### src/rtl/e203_lsu_disp.sv
// LSU dispatch: decodes AGU commands onto NPORT ICB targets and returns their
// responses strictly in issue order through a small outstanding-command FIFO.
module e203_lsu_disp #(
  parameter int NPORT  = 3,
  parameter int OUTS   = 2,
  parameter int ADDR_W = 32,
  parameter int ITAG_W = 1
) (
  input  logic                    clk,
  input  logic                    rst_n,
  input  logic [NPORT*ADDR_W-1:0] region_base,
  input  logic [NPORT*ADDR_W-1:0] region_mask,
  input  logic                    agu_cmd_valid,
  output logic                    agu_cmd_ready,
  input  logic [ADDR_W-1:0]       agu_cmd_addr,
  input  logic                    agu_cmd_read,
  input  logic [31:0]             agu_cmd_wdata,
  input  logic [3:0]              agu_cmd_wmask,
  input  logic [1:0]              agu_cmd_size,
  input  logic                    agu_cmd_usign,
  input  logic                    agu_cmd_back2agu,
  input  logic [ITAG_W-1:0]       agu_cmd_itag,
  output logic                    agu_rsp_valid,
  input  logic                    agu_rsp_ready,
  output logic                    agu_rsp_err,
  output logic [31:0]             agu_rsp_rdata,
  output logic [NPORT-1:0]        tgt_cmd_valid,
  input  logic [NPORT-1:0]        tgt_cmd_ready,
  output logic [ADDR_W-1:0]       tgt_cmd_addr,
  output logic                    tgt_cmd_read,
  output logic [31:0]             tgt_cmd_wdata,
  output logic [3:0]              tgt_cmd_wmask,
  output logic [1:0]              tgt_cmd_size,
  input  logic [NPORT-1:0]        tgt_rsp_valid,
  output logic [NPORT-1:0]        tgt_rsp_ready,
  input  logic [NPORT-1:0]        tgt_rsp_err,
  input  logic [NPORT*32-1:0]     tgt_rsp_rdata,
  output logic                    lsu_o_valid,
  input  logic                    lsu_o_ready,
  output logic [31:0]             lsu_o_wbck_wdat,
  output logic [ITAG_W-1:0]       lsu_o_wbck_itag,
  output logic                    lsu_o_wbck_err,
  output logic                    lsu_o_cmt_ld,
  output logic                    lsu_o_cmt_st,
  output logic                    lsu_o_cmt_buserr,
  output logic [ADDR_W-1:0]       lsu_o_cmt_badaddr,
  output logic                    lsu_active
);
  localparam int SEL_W = (NPORT > 1) ? $clog2(NPORT) : 1;
  localparam int PTR_W = (OUTS > 1) ? $clog2(OUTS) : 1;
  localparam int CNT_W = $clog2(OUTS + 1);

  typedef struct packed {
    logic [SEL_W-1:0]  sel;
    logic              read;
    logic [1:0]        size;
    logic              usign;
    logic              back2agu;
    logic [ITAG_W-1:0] itag;
    logic [ADDR_W-1:0] addr;
  } entry_t;

  entry_t            fifo_q [OUTS];
  entry_t            head;
  logic [PTR_W-1:0]  wptr_q, wptr_d, rptr_q, rptr_d;
  logic [CNT_W-1:0]  cnt_q, cnt_d;
  logic              full, empty, push, pop;
  logic [SEL_W-1:0]  sel;
  logic [NPORT-2:0]  hit;
  logic              down_ready, rsp_valid, rsp_err;
  logic [31:0]       rsp_rdata, fmt_data;
  logic [7:0]        byte_v;
  logic [15:0]       half_v;
  logic              unused_region;

  // The last port is the catch-all, so its region fields carry no meaning.
  assign unused_region = ^{region_base[NPORT*ADDR_W-1 -: ADDR_W],
                           region_mask[NPORT*ADDR_W-1 -: ADDR_W]};

  for (genvar gi = 0; gi < NPORT - 1; gi++) begin : g_dec
    assign hit[gi] = (agu_cmd_addr & region_mask[gi*ADDR_W +: ADDR_W])
                     == region_base[gi*ADDR_W +: ADDR_W];
  end

  // Descending scan so the lowest matching region wins.
  always_comb begin
    sel = SEL_W'(NPORT - 1);
    for (int i = NPORT - 2; i >= 0; i--) begin
      if (hit[i]) sel = SEL_W'(i);
    end
  end

  assign full  = (cnt_q == CNT_W'(OUTS));
  assign empty = (cnt_q == '0);
  assign head  = fifo_q[rptr_q];

  assign agu_cmd_ready = ~full & tgt_cmd_ready[sel];
  assign push          = agu_cmd_valid & agu_cmd_ready;
  assign tgt_cmd_addr  = agu_cmd_addr;
  assign tgt_cmd_read  = agu_cmd_read;
  assign tgt_cmd_wdata = agu_cmd_wdata;
  assign tgt_cmd_wmask = agu_cmd_wmask;
  assign tgt_cmd_size  = agu_cmd_size;

  assign down_ready = head.back2agu ? agu_rsp_ready : lsu_o_ready;
  assign rsp_valid  = ~empty & tgt_rsp_valid[head.sel];
  assign rsp_err    = ~empty & tgt_rsp_err[head.sel];
  assign rsp_rdata  = tgt_rsp_rdata[32*head.sel +: 32];
  assign pop        = rsp_valid & down_ready;

  for (genvar gi = 0; gi < NPORT; gi++) begin : g_port
    assign tgt_cmd_valid[gi] = agu_cmd_valid & ~full & (sel == SEL_W'(gi));
    // Only the head's target may hand over a response; others are held off.
    assign tgt_rsp_ready[gi] = ~empty & down_ready & (head.sel == SEL_W'(gi));
  end

  assign byte_v = 8'(rsp_rdata >> {head.addr[1:0], 3'b000});
  assign half_v = head.addr[1] ? rsp_rdata[31:16] : rsp_rdata[15:0];

  always_comb begin
    case (head.size)
      2'd0:    fmt_data = {{24{~head.usign & byte_v[7]}}, byte_v};
      2'd1:    fmt_data = {{16{~head.usign & half_v[15]}}, half_v};
      default: fmt_data = rsp_rdata;
    endcase
  end

  assign agu_rsp_valid     = rsp_valid & head.back2agu;
  assign agu_rsp_err       = rsp_err;
  assign agu_rsp_rdata     = rsp_rdata;
  assign lsu_o_valid       = rsp_valid & ~head.back2agu;
  assign lsu_o_wbck_wdat   = (rsp_err | ~head.read) ? 32'd0 : fmt_data;
  assign lsu_o_wbck_itag   = head.itag;
  assign lsu_o_wbck_err    = rsp_err;
  assign lsu_o_cmt_buserr  = rsp_err;
  assign lsu_o_cmt_ld      = rsp_err & head.read;
  assign lsu_o_cmt_st      = rsp_err & ~head.read;
  assign lsu_o_cmt_badaddr = rsp_err ? head.addr : '0;
  assign lsu_active        = agu_cmd_valid | ~empty;

  always_comb begin
    wptr_d = wptr_q;
    rptr_d = rptr_q;
    cnt_d  = cnt_q;
    if (push) wptr_d = (wptr_q == PTR_W'(OUTS - 1)) ? '0 : wptr_q + 1'b1;
    if (pop)  rptr_d = (rptr_q == PTR_W'(OUTS - 1)) ? '0 : rptr_q + 1'b1;
    case ({push, pop})
      2'b10:   cnt_d = cnt_q + 1'b1;
      2'b01:   cnt_d = cnt_q - 1'b1;
      default: cnt_d = cnt_q;
    endcase
  end

  always_ff @(posedge clk or negedge rst_n) begin
    if (!rst_n) begin
      wptr_q <= '0;
      rptr_q <= '0;
      cnt_q  <= '0;
    end else begin
      wptr_q <= wptr_d;
      rptr_q <= rptr_d;
      cnt_q  <= cnt_d;
    end
  end

  always_ff @(posedge clk or negedge rst_n) begin
    if (!rst_n) begin
      for (int i = 0; i < OUTS; i++) fifo_q[i] <= '0;
    end else if (push) begin
      fifo_q[wptr_q] <= '{sel: sel, read: agu_cmd_read, size: agu_cmd_size,
                          usign: agu_cmd_usign, back2agu: agu_cmd_back2agu,
                          itag: agu_cmd_itag, addr: agu_cmd_addr};
    end
  end

endmodule

### config.mk
export PLATFORM = sky130hd
export DESIGN_NAME = e203_lsu_disp
export DESIGN_NICKNAME = d
export VERILOG_FILES = /design/src/rtl/e203_lsu_disp.sv
export SDC_FILE = /design/constraint.sdc
export NUM_CORES = 1
export LEC_CHECK = 0
export CORE_AREA = 2 2 215 217
export CTS_CLUSTER_SIZE = 28
export DETAILED_ROUTE_END_ITERATION = 10
export DIE_AREA = 0 0 217 219
export GPL_TIMING_DRIVEN = 0
export PLACE_DENSITY = 0.44
export SKIP_LAST_GASP = 1
export SYNTH_ARGS = -nofsm -noshare
export SYNTH_HDL_FRONTEND = slang
export SYNTH_SLANG_ARGS = --single-unit
### constraint.sdc
create_clock -name clk -period 8.15 [get_ports clk]
set_input_delay 2.445 -clock clk [delete_from_list [all_inputs] [get_ports clk]]
set_output_delay 2.445 -clock clk [all_outputs]
set_load 0.05 [all_outputs]
Yosys cells after proc, flatten, opt, wreduce, memory -nomap -nowiden
Index checks and enable logic that the tools add are counted.
{"block": "totals", "ff_bits": 84, "wordCells": 96}
{"block": "op_classes", "add_sub_neg": 4, "magnitude_cmp": 5, "n_eq_ne": 10, "shifts": 2, "n_mux": 22, "n_bitwise": 30, "n_reduce_logical": 6}
{"op": "$mux W40", "count": 4}
{"op": "$shiftx A96 B8 Y32", "count": 1}
{"op": "$bwmux W80", "count": 1}
{"op": "$and A32 B32 Y32", "count": 2}
{"op": "$eq A32 B32 Y1", "count": 2}
{"op": "$mux W32", "count": 2}
{"op": "$pmux W32 S2", "count": 1}
{"op": "$demux W40 S1", "count": 1}
{"op": "$shr A32 B5 Y8", "count": 1}
{"op": "$and A1 B1 Y1", "count": 19}
{"op": "$mux W16", "count": 1}
{"op": "$eq A2 B1 Y1 const B", "count": 4}
{"op": "$eq A2 B2 Y1 const B", "count": 4}
{"op": "$logic_not A2 Y1", "count": 4}
{"op": "$bmux W1 S2", "count": 3}
{"op": "$lt A2 B3 Y1 const B", "count": 2}
{"op": "$mux W1", "count": 6}
{"op": "$not A1 Y1", "count": 5}
{"op": "$ge A2 B2 Y1 const B", "count": 2}
{"op": "$mux W2", "count": 2}
{"op": "$not A1 Y2", "count": 2}
{"op": "$pmux W2 S2", "count": 1}
{"op": "$add A1 B1 Y1 const B", "count": 2}
{"op": "$add A2 B1 Y2 const B", "count": 1}
{"op": "5 further kinds", "count": 6}

Depth between registers and ports, before layout
{"block": "depth", "depth_word": 10, "mapped_depth": 12, "depth_no_buf": 11}

Least setup slack after synthesis
No wires, ideal clock.
{"block": "synth_timing", "path_type": "input port to output port", "startpoint": "in tgt_rsp_rdata[23]", "endpoint": "out lsu_o_wbck_wdat[7]", "t_arrival_ps": 5169, "slack_ps": 536, "path_stages": 4, "n_path_buf": 0, "path_cell_list": "mux2i_1 o21ai_0 o31ai_1 a211oi_1"}
{"block": "synth_via", "elab_chain_len": 4, "word_cells_on_any_way": 5, "classes_between": "shift (2); mux (3)"}
{"item": "from (decl)", "line_no": "37", "source": "input logic [NPORT*32-1:0] tgt_rsp_rdata,"}
{"item": "$shiftx A96 B8 Y32 *", "line_no": "108", "source": "assign rsp_rdata = tgt_rsp_rdata[32*head.sel +: 32];"}
{"item": "via agu_rsp_rdata[23]", "line_no": "26", "source": "output logic [31:0] agu_rsp_rdata,"}
{"item": "$shr A32 B5 Y8 or $mux W16 (tied branches)", "line_no": "117, 118"}
{"item": "$pmux W32 S2 *", "line_no": "121", "source": "case (head.size)"}
{"item": "$mux W32 *", "line_no": "132", "source": "assign lsu_o_wbck_wdat = (rsp_err | ~head.read) ? 32'd0 : fmt_data;"}
{"item": "to (decl)", "line_no": "40", "source": "output logic [31:0] lsu_o_wbck_wdat,"}
The timed path passes the listed nets; every way through them passes the cells marked *.

Worst setup path in the final report
{"block": "layout_timing", "startpoint": "in tgt_rsp_rdata[23]", "endpoint": "out lsu_o_wbck_wdat[23]"}
{"block": "layout_via", "elab_chain_len": 5}
{"item": "$shiftx A96 B8 Y32 *", "line_no": "108"}
{"item": "$shr A32 B5 Y8", "line_no": "117", "source": "assign byte_v = 8'(rsp_rdata >> {head.addr[1:0], 3'b000});"}
{"item": "$and A1 B1 Y1", "line_no": "122", "source": "2'd0: fmt_data = {{24{~head.usign & byte_v[7]}}, byte_v};"}
{"item": "$pmux W32 S2 *", "line_no": "121"}
{"item": "$mux W32 *", "line_no": "132"}
Mark *: on every way between the ends. The rest lies on a longest branch, timed or not.

==> metrics.md <==
| Metric | Value |
|---|---|
| Status | complete, no violations |
| Total power | 0.00446 W |
| Syn Nets | 1145 |
| Worst R2R Path Depth | 10 |
| Initial DRC Count | 316 |
| Slew HR | 0.313 |
| DP Worst Slack | -578 ps |
| TritonCTS clock tree | yes |
| Final Net Count | 1617 |
| Clock tree buffer depth | 2 |
| Reg clk slew, reported paths | 70 ps |
| Crit. End Element | output port |
| Hold Vio Cnt, Final | 0 |
| Die Y | 219 microns |
| List of most frequent post-synthesis cells | dfrtp_1 (84), mux2i_1 (81), buf_4 (75) |
| GRT overflow | 0 |
| Drt first pass iters | 4 |
| Die ar. | 47500 sq um |
| R2R setup slack | 4960 ps |
| M3 GR Usage | 0.0407 |
| Critical Path, Cell by Cell | clkdlybuf4s50_1, mux4_2, a221oi_1, nor3b_1, o221a_2, buf_1, a21o_1, clkdlybuf4s50_1 |
| Vias/cell | 4.23 |
| Met1 global-route usage | 0.166 |
| CTS sink count | 84 |
| GR Util All Layers | 0.154 |
| Most frequent cell after synthesis | dfrtp_1 |
| Clock Skew | 10.6 ps |
| Final HPWL DP | 31900 microns |
| Top FF cell, synth | dfrtp_1 |
| Final worst path period share | 0.974 |
| Period minus WS final | 7940 ps |
| Crit. path cell count | 8 |
| Worst path top cell family by delay | buffers and inverters |
| Worst-Skew Late Latency | 360 ps |
| Worst r2r src | rptr_q$_DFFE_PN0P_ |
| Final Non-Filler Cells | 1848 |
| WL per Instance | 20.4 microns |
| GPL Wtd Cong | 0.791 |
| Worst path bufs/invs | 3 |
| Synth Cell Area | 7210 sq um |
| Hold Slack | 505 ps |
| Slowest stage cell, crit path | clkdlybuf4s50_1 |
| Required @ worst endpoint | 5710 ps |
| Port Buf Inserts | 458 |
| Crit path launch | tgt_rsp_rdata[23] |
| RSZ-0062 raised after global routing | no |
| Initial Util | 0.160 |
| CP arrival | 5500 ps |
| Synth async-reset ratio | 1.00 |
| Final worst slack | 210 ps |
| Fin. max-slew vios | 0 |
| Initial antenna violation count | 8 |
| Total core area | 45100 sq um |
| Max Freq | 126 MHz |
| Largest cells by area after synthesis | dfrtp_1 (29%), mux2i_1 (11%), mux2_2 (9.7%), buf_4 (7.8%), mux2_4 (4.4%) |
| Post-Place Cells | 1827 |
| GRT busiest layer | met2 |
| Vias in the first global route | 8066 |
| Register bit total from synthesis | 84 |
| Pin count of the biggest net entering global routing | 45 |
| Max cap viols | 0 |
| Leak pwr | 5.92 nW |
| Syn avg cell area | 9.39 sq um |
| Fillers | 4871 |
| Rows | 78 |
| Critical Path Start Type | input port |
| Pwr/cell area | 344 nW/um^2 |
| Crit-path max cell delay | 720 ps |
| Residual DRC | 0 |
| Layout cells sized above 1 | 0.165 |
| Clock buffer count from CTS | 9 |
| Tightest Pin Transition | 1000 ps |
| Met2 Resource Use GR | 0.298 |
| Number of H-tree levels | 3 |
| Endpoints failing setup | 0 |
| Ports | 559 |
| Sequential element share of the synthesized area | 0.292 |
| Vias | 7817 |
| Antenna Violating Nets Remaining | 0 |
| Synth warn | 0 |
| Die Span X | 217 microns |
| Mapped Cells | 768 |
| Post-Route Utilization | 0.287 |
| Post-synth EDFFs | 0 |
| Worst min-delay path category | reg -> reg |
| Post-synth top area cell | dfrtp_1 |
| Max FO, Critical Path | 10 |
| Area grow syn2layout | 79.4% |
| Top cell by count, worst path | clkdlybuf4s50_1 |
| Critical path type | in -> out |
| Root buffer cell | clkbuf_16 |
| Area share of the largest cell type after synthesis | 0.292 |
| RR Endpoint | cnt_q[1]$_DFFE_PN0P_ |
| Drt total wl | 37800 microns |
| IR drop worst, VDD | 0.173 mV |
| First-pass GRT wire length | 53500 microns |
| Crit path capture | lsu_o_wbck_wdat[23] |
| Library cells used by synthesis | 54 |
-- worst min-delay path by stage --
stage / depth (start not counted) / slack [ps] / startpoint / endpoint
floorplan: 1 / 470 / fifo_q[32]$_DFFE_PN0P_ / fifo_q[32]$_DFFE_PN0P_
global placement: 1 / 480 / fifo_q[32]$_DFFE_PN0P_ / fifo_q[32]$_DFFE_PN0P_
detailed placement: 1 / 490 / fifo_q[32]$_DFFE_PN0P_ / fifo_q[32]$_DFFE_PN0P_
CTS: 1 / 510 / fifo_q[67]$_DFFE_PN0P_ / fifo_q[67]$_DFFE_PN0P_
global route: 1 / 510 / fifo_q[67]$_DFFE_PN0P_ / fifo_q[67]$_DFFE_PN0P_
finish: 1 / 500 / fifo_q[72]$_DFFE_PN0P_ / fifo_q[72]$_DFFE_PN0P_
-- final cells by class --
class | instances | area [sq um] | share of cell area
antenna | 3 | 7.51 | 0.000580
inverter | 7 | 26.3 | 0.00203
clock buffer | 10 | 239 | 0.0185
tap | 600 | 751 | 0.0580
clock inverter | 6 | 76.3 | 0.00590
multi-input combinational | 568 | 4370 | 0.337
sequential | 84 | 2100 | 0.162
buffer | 109 | 743 | 0.0575
timing repair buffer | 461 | 4630 | 0.358
-- routing by layer --
layer | routed length [microns] | up-vias
met1 | 14500 | 3743
li1 | - | 3727
met2 | 20300 | 320
met3 | 2640 | 21
met5 | 26 | -
met4 | 350 | 6
-- through the flow --
step	setup TNS, ps	cell area [sq um]
floorplan	0	7210
finish	0	12900
global route	0	12900
CTS	-299	12900
detailed placement	-4270	12600
global placement	-3840	12500
-- registers in the layout, summed over array words and instances, names as in the netlist --
signal	count
cnt_q	2
fifo_q	80
rptr_q	1
wptr_q	1
-- layout by cell type (no fill, tap or decap), drive strengths merged, types with 34 or more instances in the layout --
master and n:
buf 96, nand2 44, mux2i 81, clkdlybuf4s50 452, o21ai 49, a21oi 34
nor2 46, and3 34, mux2 83, dfrtp 84
-- cells by family after synthesis --
group / count (synthesis) / share of synthesized area
compound gates: 202 / 0.192
simple gates: 194 / 0.142
mux: 166 / 0.259
buf+inv: 116 / 0.107
flops: 84 / 0.292
xor+xnor: 5 / 0.00607
fa+ha+maj: 1 / 0.00173
-- timing repair --
item / 4_1_cts / 5_1_grt
setup buffers: 2 / 0
pin swaps: 1 / 0
endpoints found under the setup margin: 14 / 11
hold buffers: 0 / 0
gates resized for setup: 5 / 5
-- report_power, final --
| part | leakage [nW] | switching [W] | internal (W) |
|---|---|---|---|
| clock network | 0.156 | 0.000196 | 0.000253 |
| registers | 0.996 | 0.000114 | 0.000624 |
| logic | 4.76 | 0.00205 | 0.00122 |
No activity file was read; power rests on OpenSTA's default activity.
